`src/rtl/line_refill_pkg.sv`:
```
// Shared types and defaults for the line refill engine.
// Provides the FSM state type, default geometry, and the beat address helper.
package refill_pkg;

  typedef enum logic [1:0] {
    IDLE  = 2'd0,
    REQ   = 2'd1,
    WAIT  = 2'd2,
    WRITE = 2'd3
  } refill_state_t;

  localparam int unsigned LINE_W_DEF = 128;
  localparam int unsigned BUS_W_DEF  = 32;
  localparam int unsigned ADDR_W_DEF = 32;
  localparam int unsigned DEPTH_DEF  = 128;

  // Word address of a beat inside a line. The base has its offset bits cleared,
  // so OR-ing the beat in can never carry into the index/tag bits.
  function automatic logic [63:0] beat_addr(input logic [63:0] base,
                                            input logic [63:0] beat,
                                            input int unsigned word_sh);
    return base | (beat << word_sh);
  endfunction

endpackage

```
`src/rtl/line_refill_if.sv`:
```
// Handshake bundle between the refill engine, the miss logic, the read bus
// and the data-array write port. The engine connects through the slave modport;
// the surrounding logic (or a bench) connects through the master modport.
interface line_refill_if
  import refill_pkg::*;
#(
  parameter int unsigned ADDR_W  = ADDR_W_DEF,
  parameter int unsigned BUS_W   = BUS_W_DEF,
  parameter int unsigned LINE_W  = LINE_W_DEF,
  parameter int unsigned INDEX_W = $clog2(DEPTH_DEF)
);

  logic              miss_valid;
  logic              miss_ready;
  logic [ADDR_W-1:0] miss_addr;

  logic              bus_req_valid;
  logic              bus_req_ready;
  logic [ADDR_W-1:0] bus_req_addr;
  logic              bus_resp_valid;
  logic [BUS_W-1:0]  bus_resp_data;

  logic               ram_we;
  logic [INDEX_W-1:0] ram_a;
  logic [LINE_W-1:0]  ram_di;
  logic               fill_done;

  logic              cw_valid;
  logic [BUS_W-1:0]  cw_data;

  modport master (
    output miss_valid, miss_addr,
    output bus_req_ready, bus_resp_valid, bus_resp_data,
    input  miss_ready,
    input  bus_req_valid, bus_req_addr,
    input  ram_we, ram_a, ram_di, fill_done,
    input  cw_valid, cw_data
  );

  modport slave (
    input  miss_valid, miss_addr,
    input  bus_req_ready, bus_resp_valid, bus_resp_data,
    output miss_ready,
    output bus_req_valid, bus_req_addr,
    output ram_we, ram_a, ram_di, fill_done,
    output cw_valid, cw_data
  );

endinterface

```
`src/rtl/line_refill.sv`:
```
// Cache line refill engine: takes one line miss, fetches the line as bus-width
// beats (one read outstanding at a time), assembles it, and writes the whole
// line into the LUT-RAM data array in a single cycle.
// Build option: define LINE_REFILL_CWF_EN for critical-word-first fetch order
// and the cw_valid/cw_data early-word pulse; otherwise beats are fetched in
// order from beat 0 and the critical-word outputs are tied to zero.
module line_refill
  import refill_pkg::*;
#(
  parameter int unsigned LINE_W  = LINE_W_DEF,
  parameter int unsigned BUS_W   = BUS_W_DEF,
  parameter int unsigned ADDR_W  = ADDR_W_DEF,
  parameter int unsigned DEPTH   = DEPTH_DEF,
  parameter int unsigned INDEX_W = $clog2(DEPTH)
) (
  input logic          clk,
  input logic          rst_n,
  line_refill_if.slave rif
);

  localparam int unsigned BEATS   = LINE_W / BUS_W;
  localparam int unsigned OFF_W   = $clog2(LINE_W / 8);
  localparam int unsigned WORD_SH = $clog2(BUS_W / 8);
  localparam int unsigned BEAT_W  = (BEATS > 1) ? $clog2(BEATS) : 1;
  localparam int unsigned CNT_W   = $clog2(BEATS) + 1;

  refill_state_t      state_q;
  logic               miss_ready_q;
  logic               req_valid_q;
  logic               ram_we_q;
  logic [INDEX_W-1:0] index_q;
  logic [ADDR_W-1:0]  base_q;
  logic [BEAT_W-1:0]  beat_q;
  logic [BEAT_W-1:0]  beat_d;
  logic [CNT_W-1:0]   cnt_q;
  logic [CNT_W-1:0]   cnt_d;
  logic [LINE_W-1:0]  buf_q;
  logic [BEAT_W-1:0]  start_beat;
  logic               capture;
  logic [63:0]        req_addr_full;
  logic               unused_bits;

  // A response only counts while the engine is actually waiting for one.
  assign capture = (state_q == WAIT) && rif.bus_resp_valid;

`ifdef LINE_REFILL_CWF_EN
  assign start_beat = rif.miss_addr[OFF_W-1:WORD_SH];
`else
  assign start_beat = '0;
`endif

  // Next beat wraps modulo BEATS; the count tracks beats captured so far.
  always_comb begin
    beat_d = beat_q + 1'b1;
    if (beat_q == BEAT_W'(BEATS - 1)) begin
      beat_d = '0;
    end
    cnt_d = cnt_q + 1'b1;
  end

  // Refill sequencing with registered handshake outputs.
  always_ff @(posedge clk or negedge rst_n) begin
    if (!rst_n) begin
      state_q      <= IDLE;
      miss_ready_q <= 1'b1;
      req_valid_q  <= 1'b0;
      ram_we_q     <= 1'b0;
      index_q      <= '0;
      base_q       <= '0;
      beat_q       <= '0;
      cnt_q        <= '0;
    end else begin
      ram_we_q <= 1'b0;
      case (state_q)
        IDLE: begin
          if (rif.miss_valid) begin
            index_q      <= rif.miss_addr[OFF_W +: INDEX_W];
            base_q       <= {rif.miss_addr[ADDR_W-1:OFF_W], {OFF_W{1'b0}}};
            beat_q       <= start_beat;
            cnt_q        <= '0;
            miss_ready_q <= 1'b0;
            req_valid_q  <= 1'b1;
            state_q      <= REQ;
          end
        end
        REQ: begin
          if (rif.bus_req_ready) begin
            req_valid_q <= 1'b0;
            state_q     <= WAIT;
          end
        end
        WAIT: begin
          if (rif.bus_resp_valid) begin
            beat_q <= beat_d;
            cnt_q  <= cnt_d;
            if (cnt_d == CNT_W'(BEATS)) begin
              ram_we_q <= 1'b1;
              state_q  <= WRITE;
            end else begin
              req_valid_q <= 1'b1;
              state_q     <= REQ;
            end
          end
        end
        WRITE: begin
          miss_ready_q <= 1'b1;
          state_q      <= IDLE;
        end
        default: begin
          miss_ready_q <= 1'b1;
          req_valid_q  <= 1'b0;
          state_q      <= IDLE;
        end
      endcase
    end
  end

  // Line buffer: each captured beat lands in the slot of its word address.
  always_ff @(posedge clk or negedge rst_n) begin
    if (!rst_n) begin
      buf_q <= '0;
    end else if (capture) begin
      buf_q[int'(beat_q) * BUS_W +: BUS_W] <= rif.bus_resp_data;
    end
  end

`ifdef LINE_REFILL_CWF_EN
  logic             cw_valid_q;
  logic [BUS_W-1:0] cw_data_q;

  // Critical word: pulse once after the first beat of the fill is captured.
  always_ff @(posedge clk or negedge rst_n) begin
    if (!rst_n) begin
      cw_valid_q <= 1'b0;
      cw_data_q  <= '0;
    end else begin
      cw_valid_q <= capture && (cnt_q == '0);
      if (capture && (cnt_q == '0)) begin
        cw_data_q <= rif.bus_resp_data;
      end
    end
  end

  assign rif.cw_valid = cw_valid_q;
  assign rif.cw_data  = cw_data_q;
`else
  assign rif.cw_valid = 1'b0;
  assign rif.cw_data  = '0;
`endif

  assign req_addr_full = beat_addr(64'(base_q), 64'(beat_q), WORD_SH);

  assign rif.miss_ready    = miss_ready_q;
  assign rif.bus_req_valid = req_valid_q;
  assign rif.bus_req_addr  = req_addr_full[ADDR_W-1:0];
  assign rif.ram_we        = ram_we_q;
  assign rif.fill_done     = ram_we_q;
  assign rif.ram_a         = index_q;
  assign rif.ram_di        = buf_q;

  // Offset bits of the miss address and the widened address tail carry no state.
  assign unused_bits = ^{req_addr_full[63:ADDR_W], rif.miss_addr[OFF_W-1:0]};

endmodule

```
`src/flat_wrapper.sv`:
```
// flat-port wrapper written by rule: the top's interface ports become plain ports
module line_refill_flat import refill_pkg::*;
#(
  parameter int unsigned LINE_W  = LINE_W_DEF,
  parameter int unsigned BUS_W   = BUS_W_DEF,
  parameter int unsigned ADDR_W  = ADDR_W_DEF,
  parameter int unsigned DEPTH   = DEPTH_DEF,
  parameter int unsigned INDEX_W = $clog2(DEPTH)
)
  (clk, rst_n, rif_miss_valid, rif_miss_addr, rif_bus_req_ready, rif_bus_resp_valid, rif_bus_resp_data, rif_miss_ready, rif_bus_req_valid, rif_bus_req_addr, rif_ram_we, rif_ram_a, rif_ram_di, rif_fill_done, rif_cw_valid, rif_cw_data);
  line_refill_if #(.ADDR_W(ADDR_W), .BUS_W(BUS_W), .LINE_W(LINE_W), .INDEX_W(INDEX_W)) rif_i ();
  input logic clk;
  input logic rst_n;
  input wire logic [$bits(rif_i.miss_valid)-1:0] rif_miss_valid;
  input wire logic [$bits(rif_i.miss_addr)-1:0] rif_miss_addr;
  input wire logic [$bits(rif_i.bus_req_ready)-1:0] rif_bus_req_ready;
  input wire logic [$bits(rif_i.bus_resp_valid)-1:0] rif_bus_resp_valid;
  input wire logic [$bits(rif_i.bus_resp_data)-1:0] rif_bus_resp_data;
  output wire logic [$bits(rif_i.miss_ready)-1:0] rif_miss_ready;
  output wire logic [$bits(rif_i.bus_req_valid)-1:0] rif_bus_req_valid;
  output wire logic [$bits(rif_i.bus_req_addr)-1:0] rif_bus_req_addr;
  output wire logic [$bits(rif_i.ram_we)-1:0] rif_ram_we;
  output wire logic [$bits(rif_i.ram_a)-1:0] rif_ram_a;
  output wire logic [$bits(rif_i.ram_di)-1:0] rif_ram_di;
  output wire logic [$bits(rif_i.fill_done)-1:0] rif_fill_done;
  output wire logic [$bits(rif_i.cw_valid)-1:0] rif_cw_valid;
  output wire logic [$bits(rif_i.cw_data)-1:0] rif_cw_data;
  assign rif_i.miss_valid = rif_miss_valid;
  assign rif_i.miss_addr = rif_miss_addr;
  assign rif_i.bus_req_ready = rif_bus_req_ready;
  assign rif_i.bus_resp_valid = rif_bus_resp_valid;
  assign rif_i.bus_resp_data = rif_bus_resp_data;
  assign rif_miss_ready = rif_i.miss_ready;
  assign rif_bus_req_valid = rif_i.bus_req_valid;
  assign rif_bus_req_addr = rif_i.bus_req_addr;
  assign rif_ram_we = rif_i.ram_we;
  assign rif_ram_a = rif_i.ram_a;
  assign rif_ram_di = rif_i.ram_di;
  assign rif_fill_done = rif_i.fill_done;
  assign rif_cw_valid = rif_i.cw_valid;
  assign rif_cw_data = rif_i.cw_data;
  line_refill #(.LINE_W(LINE_W), .BUS_W(BUS_W), .ADDR_W(ADDR_W), .DEPTH(DEPTH), .INDEX_W(INDEX_W)) u_core (.clk(clk), .rst_n(rst_n), .rif(rif_i));
endmodule
```
`config.mk`:
```
export PLATFORM = sky130hd
export DESIGN_NAME = line_refill_flat
export DESIGN_NICKNAME = d
export VERILOG_FILES = /design/src/rtl/line_refill_pkg.sv /design/src/rtl/line_refill_if.sv /design/src/rtl/line_refill.sv /design/src/flat_wrapper.sv
export SDC_FILE = /design/constraint.sdc
export NUM_CORES = 1
export LEC_CHECK = 0
export ABC_AREA = 0
export CAP_MARGIN = 20
export CORE_MARGIN = 1
export CORE_UTILIZATION = 45
export CTS_BUF_LIST = sky130_fd_sc_hd__clkbuf_8
export DETAILED_ROUTE_END_ITERATION = 8
export PLACE_DENSITY = 0.86
export RECOVER_POWER = 25
export SLEW_MARGIN = 0
export SYNTH_ARGS = -nofsm -noshare
export SYNTH_HDL_FRONTEND = slang
export SYNTH_SLANG_ARGS = --single-unit
```
`constraint.sdc`:
```
create_clock -name clk -period 2.4 [get_ports clk]
set_input_delay 0.48 -clock clk [delete_from_list [all_inputs] [get_ports clk]]
set_output_delay 0.48 -clock clk [all_outputs]
set_load 0.05 [all_outputs]
```
After elaboration in Yosys (flattened, before gate mapping)
Index checks and enable logic that the tools add are counted.
- word-level logic and storage cells: 57
- register bits: 173
- input bits: 69
- bitwise logic cells: 1
- reductions and logical operators: 10
- shifts and indexed selects: 2
- mux-type cells: 23
- add/sub/neg operators: 3
- equal/unequal tests: 9
- operator list (kind ; number):
    $bwmux 128 ; 1
    $shift 32x34->128 const A ; 1
    $shiftx 32x34->128 ; 1
    $neg 7->34 ; 1
    $or 32x4->32 ; 1
    $mux 2 ; 7
    $mux 1 ; 8
    $ne 2x2->1 const B ; 4
    $pmux 2 s4 ; 1
    $eq 2x2->1 const B ; 3
    $mux 3 ; 2
    $pmux 3 s2 ; 1
    $reduce_and 3->1 ; 2
    $reduce_and 5->1 ; 1
    $pmux 2 s2 ; 1
    $reduce_and 2->1 ; 2
    $reduce_bool 2->1 ; 2
    $add 3x1->3 const B ; 1
    $eq 3x3->1 const B ; 1
    $pmux 1 s3 ; 1
    $reduce_bool 3->1 ; 1
    $add 2x1->2 const B ; 1
    $eq 2x1->1 const B ; 1
    $logic_not 2->1 ; 1
    other kinds (2) ; 2

Logic depth before layout (Yosys ltp)
- word-level depth: 5
- depth in mapped cells: 6

Worst setup path after synthesis
Ideal clock, no wire load.
- path type: register to register
- start point: register u_core.beat_q[0]
- end point: register u_core.buf_q[101], in the netlist u_core.rif.ram_di[101]
- clock period less this slack: 2276 ps
- library setup time: 67 ps
- slack: 124 ps
- cell stages (with the launch flop): 7
- data arrival time: 2209 ps
- buffers on the path: 1
- cell sequence: dfrtp_1 -> inv_2 -> ha_1 -> or3b_1 -> nor2_4 -> buf_4 -> a22o_1
- longest elaborated chain between the ends: 3
- elaborated cells between the ends (all ways): 4
- ends and longest elaborated chain (what ; line ; source):
    start, declared ; line_refill.sv:33 ; logic [BEAT_W-1:0] beat_q;
    start signal, assigned ; line_refill.sv:79 ; beat_q <= start_beat;
    start signal, assigned ; line_refill.sv:94 ; beat_q <= beat_d;
    $neg 7->34 * ; line_refill.sv:123 ; buf_q[int'(beat_q) * BUS_W +: BUS_W] <= rif.bus_resp_data;
    $shiftx 32x34->128 or $shift 32x34->128 (tied branches) ; line_refill.sv:123 ;
    $bwmux 128 * ; line_refill.sv:123 ;
    end signal, assigned by index ; line_refill.sv:123 ;
    end, declared ; line_refill.sv:37 ; logic [LINE_W-1:0] buf_q;
Every way passes the cells marked *; elsewhere a longest branch is shown, timed or not.
A chain may end at the register's enable or synchronous reset.

Worst setup path in the final report
- start point: register u_core.beat_q[1]
- end point: output port rif_bus_req_addr[3]
- longest elaborated chain between the ends: 1
- ends and longest elaborated chain (what ; line ; source):
    $or 32x4->32 ; line_refill_pkg.sv:22 ; return base | (beat << word_sh);
    end, declared ; flat_wrapper.sv:21 ; output wire logic [$bits(rif_i.bus_req_addr)-1:0] rif_bus_req_addr;
Every way passes these cells.

==> summary by stage <==
Placement
After detailed placement, the total cell area comes to 9140 um2. Including well taps, the total number of placed cells is 921. The final weighted congestion in routability-driven placement is 0.857. Input and output buffers added on the ports amount to 233. The pre-CTS setup slack is 197 ps.

The wire-length estimate of the detail-placed layout is 12500 um.

Logic synthesis
Counting flops with a built-in enable in the synthesized netlist gives 0. Ranked by total cell area, the synthesized netlist is headed by dfrtp_1 62%, a22o_1 14%, buf_4 5.5%. The biggest area contributor in the post-synthesis netlist is dfrtp_1. Counting flops and latches in the post-synthesis netlist gives 166. The synthesized instance count is 522.

The commonest cells after synthesis are 165 x dfrtp_1, 104 x a22o_1, 68 x nand2_1, 49 x buf_4, 33 x o21ai_0. The unique cell type count in the Yosys netlist is 30. The area share of the largest cell type after synthesis is 0.618.

The most common flop cell mapped by yosys is dfrtp_1. The fraction of synthesis flops using an asynchronous set or reset pin is 1.00. After synthesis, the mean cell area works out to 12.8 um2.

The share of the Yosys chip area taken by registers is 0.622. The total standard cell area after synthesis is 6680 um2. The most common cell in the synthesized netlist is dfrtp_1. During synthesis, Yosys emitted a total of 0 warnings.

Cells and area
The post-route standard cell area excluding fillers is 9500 um2. In the final design database the tool counted 834 nets. The area growth from synthesis to layout is 42.2%. Leaving out filler cells and counting taps, the final layout contains 953.

The number of fill cells in the layout is 1072. The final core utilization is 0.653. The count of inserted antenna diode cells is 0.

Of the cells placed in the final design, the portion with a size suffix greater than 1 is 0.120.

Global route
The first-pass GRT wire length is 27700 um. The global-route track usage on met2 is 0.404. The met3 track demand over resource is 0.0742. After global routing, the most crowded layer is met2. The via count of the first global-routing pass is 5310.

The overflow left after global routing is 0. For met1 alone, demand over resource in global routing was 0.289. The initial antenna violation count came to 0. In the global route stage, overall resource usage came out at 0.242. The pin count of the biggest net entering global routing is 59.

STA
Setup total negative slack on the finished layout was measured at 0 ps. The total setup violations reported at the end of the flow is 0. The number of endpoints with negative hold slack in the final report is 0. Dividing the final minimum period by the clock period gives 0.957. For the pin with the worst max-slew slack, the measured transition is 1420 ps. The maximum clock frequency is 435 MHz. The number of max-slew violations in the final report was 0. Setup repair after global routing left no endpoint under its margin.

The max-slew headroom at the worst pin is 0.0532. Across all setup checks in the final design, the least slack found is 103 ps. Counting I/O delays and the setup requirement, the final critical path takes 2300 ps. The clock arrives with 6.78 ps of skew.

Detailed routing
The detailed-routing iteration count for the pre-antenna-repair pass is 4. In the routed layout, each cell is associated on average with a via count of 5.30. The via count is 5052. The count of unresolved DRC violations after routing is 0.

The detailed router finished its first iteration with 281 violations. After detailed routing, the average wire length per cell comes to 18.8 um. The detail route stage leaves a number of antenna-violating nets equal to 0. The wire length reported by the detailed router is 17900 um.

Die
The floorplan die area is 15300 um2. The initialized floorplan defines 44 standard-cell rows. 273 I/O pins were placed. The starting utilization of the core area is 0.460. The core area is 14500 um2. The die is 124 um tall. The chip width is 124 um.

Pwr
IR analysis of the VDD net gives a maximum drop of 1120 uV. Power spread over the standard cell area amounts to 1160 nW/um2. The leakage dissipation is 4.35 nW.

Clocking
The number of buffers inserted to repair setup after CTS is 0. Clock-pin slew was measured on the worst setup and hold paths at 80 ps. The total number of H-tree levels is 4. The number of buffers inserted during clock tree synthesis is 17. The CTS sink count is 166. The clock passes through at most 2 buffers. The clock insertion delay at the later pin of the skew report is 440 ps. In this run the clock root is driven by a clkbuf_8.

TritonCTS built the clock tree.

Worst setup path
In this design, the stage delay of the slowest critical-path cell is 870 ps. The largest fanout on the critical path is 7. STA classifies the critical path startpoint as a register. The cell with the largest stage delay on the worst path is clkdlybuf4s50_1.

Data on the critical path is required at its endpoint by 1920 ps. The total buffers and inverters traversed by the critical path is 1. The cell family with the largest share of critical-path delay is buffers and inverters. The kind of critical path is reg -> out. The sort of element at the end of the critical path is a primary output. The critical path goes through clkdlybuf4s50_1. At the worst endpoint, the arrival time is 1820 ps.

Worst hold path
The min-delay analysis places its worst path in the category reg -> reg.

Outcome
The run finished with clean final reports.

Run
The tool flagged a number of max-cap violations equal to 0.
## final cells by class
cell class / instances / area, um2 / area share
Clock buffer: 19 / 262 / 0.0275
Clock inverter: 12 / 114 / 0.0120
Inverter: 5 / 18.8 / 0.00198
Multi-Input combinational cell: 310 / 2180 / 0.229
Sequential cell: 166 / 4160 / 0.438
Tap cell: 184 / 230 / 0.0242
Timing Repair Buffer: 257 / 2540 / 0.268
## power breakdown
group	switching (mW)	internal [mW]	leakage [nW]
Sequential	0.395	3.39	2.22
Combinational	3.56	1.77	1.94
Clock	0.966	0.955	0.197
## path summary, 6_finish.rpt
| kind | start | slack (ps) | cells after the start | endpoint |
|---|---|---|---|---|
| worst max-delay path | u_core.beat_q[1] | 100 | 1 | rif_bus_req_addr[3] |
| worst min-delay path | u_core.rif.ram_di[0] | 490 | 2 | u_core.rif.ram_di[0] |
| worst max register to register | u_core.beat_q[1] | 330 | 6 | u_core.rif.ram_di[74] |
| worst min register to register | u_core.rif.ram_di[0] | 490 | 2 | u_core.rif.ram_di[0] |
| max in group asynchronous | rst_n | 300 | 3 | u_core.rif.miss_ready |
| min in group asynchronous | rst_n | 910 | 2 | u_core.base_q[20] |
## placed cells by master (no fill, tap or decap), types with 8 or more instances in the layout
cell type / count
a22o_1: 104
conb_1: 35
nand2_1: 68
clkdlybuf4s50_1: 230
clkbuf_8: 19
mux2_2: 30
o21ai_0: 33
dfrtp_1: 165
buf_4: 19
ha_1: 8
## sequential cells by signal, summed over array words and instances (netlist names)
name and count:
u_core.rif.ram_di 128, u_core.base_q 22, u_core.rif.ram_a 6, u_core.cnt_q 3, u_core.beat_q 2, u_core.state_q 2
u_core.rif.bus_req_valid 1, u_core.rif.fill_done 1, u_core.rif.miss_ready 1
## layer usage
metal | up-vias | part of all wire
met5 | - | 0
met2 | 222 | 0.50
li1 | 2256 | -
met3 | 29 | 0.079
met1 | 2545 | 0.40
met4 | 0 | 0.022
## cell families (layout without fill, tap and decap cells)
logic type / count (synthesis) / after routing / synth area share
multiplexers: 30 / 30 / 0.0506
adder cells (fa/ha/maj): 8 / 8 / 0.0150
AND/OR/NAND/NOR: 91 / 91 / 0.0682
flip-flops: 166 / 166 / 0.622
XOR/XNOR: 1 / 1 / 0.00131
other: 1 / 35 / 0.000561
buffers and inverters: 80 / 293 / 0.0742
AO/OA/AOI/OAI: 145 / 145 / 0.168
## repair_timing
item	CTS	global route
setup endpoints to repair	1	0
hold buffers	1	0
gates resized for setup	1	0
hold endpoints to repair	31	0
## per-stage QoR
step / total power [mW] / hold slack (ps)
after floorplan: 7.38 / 184
after global placement: 9.03 / 463
after detailed placement: 9.17 / 470
after CTS: 11.1 / 489
after global routing: 11.6 / 515
final: 11.0 / 485
Note: power is estimated with default switching activity, not from simulation.
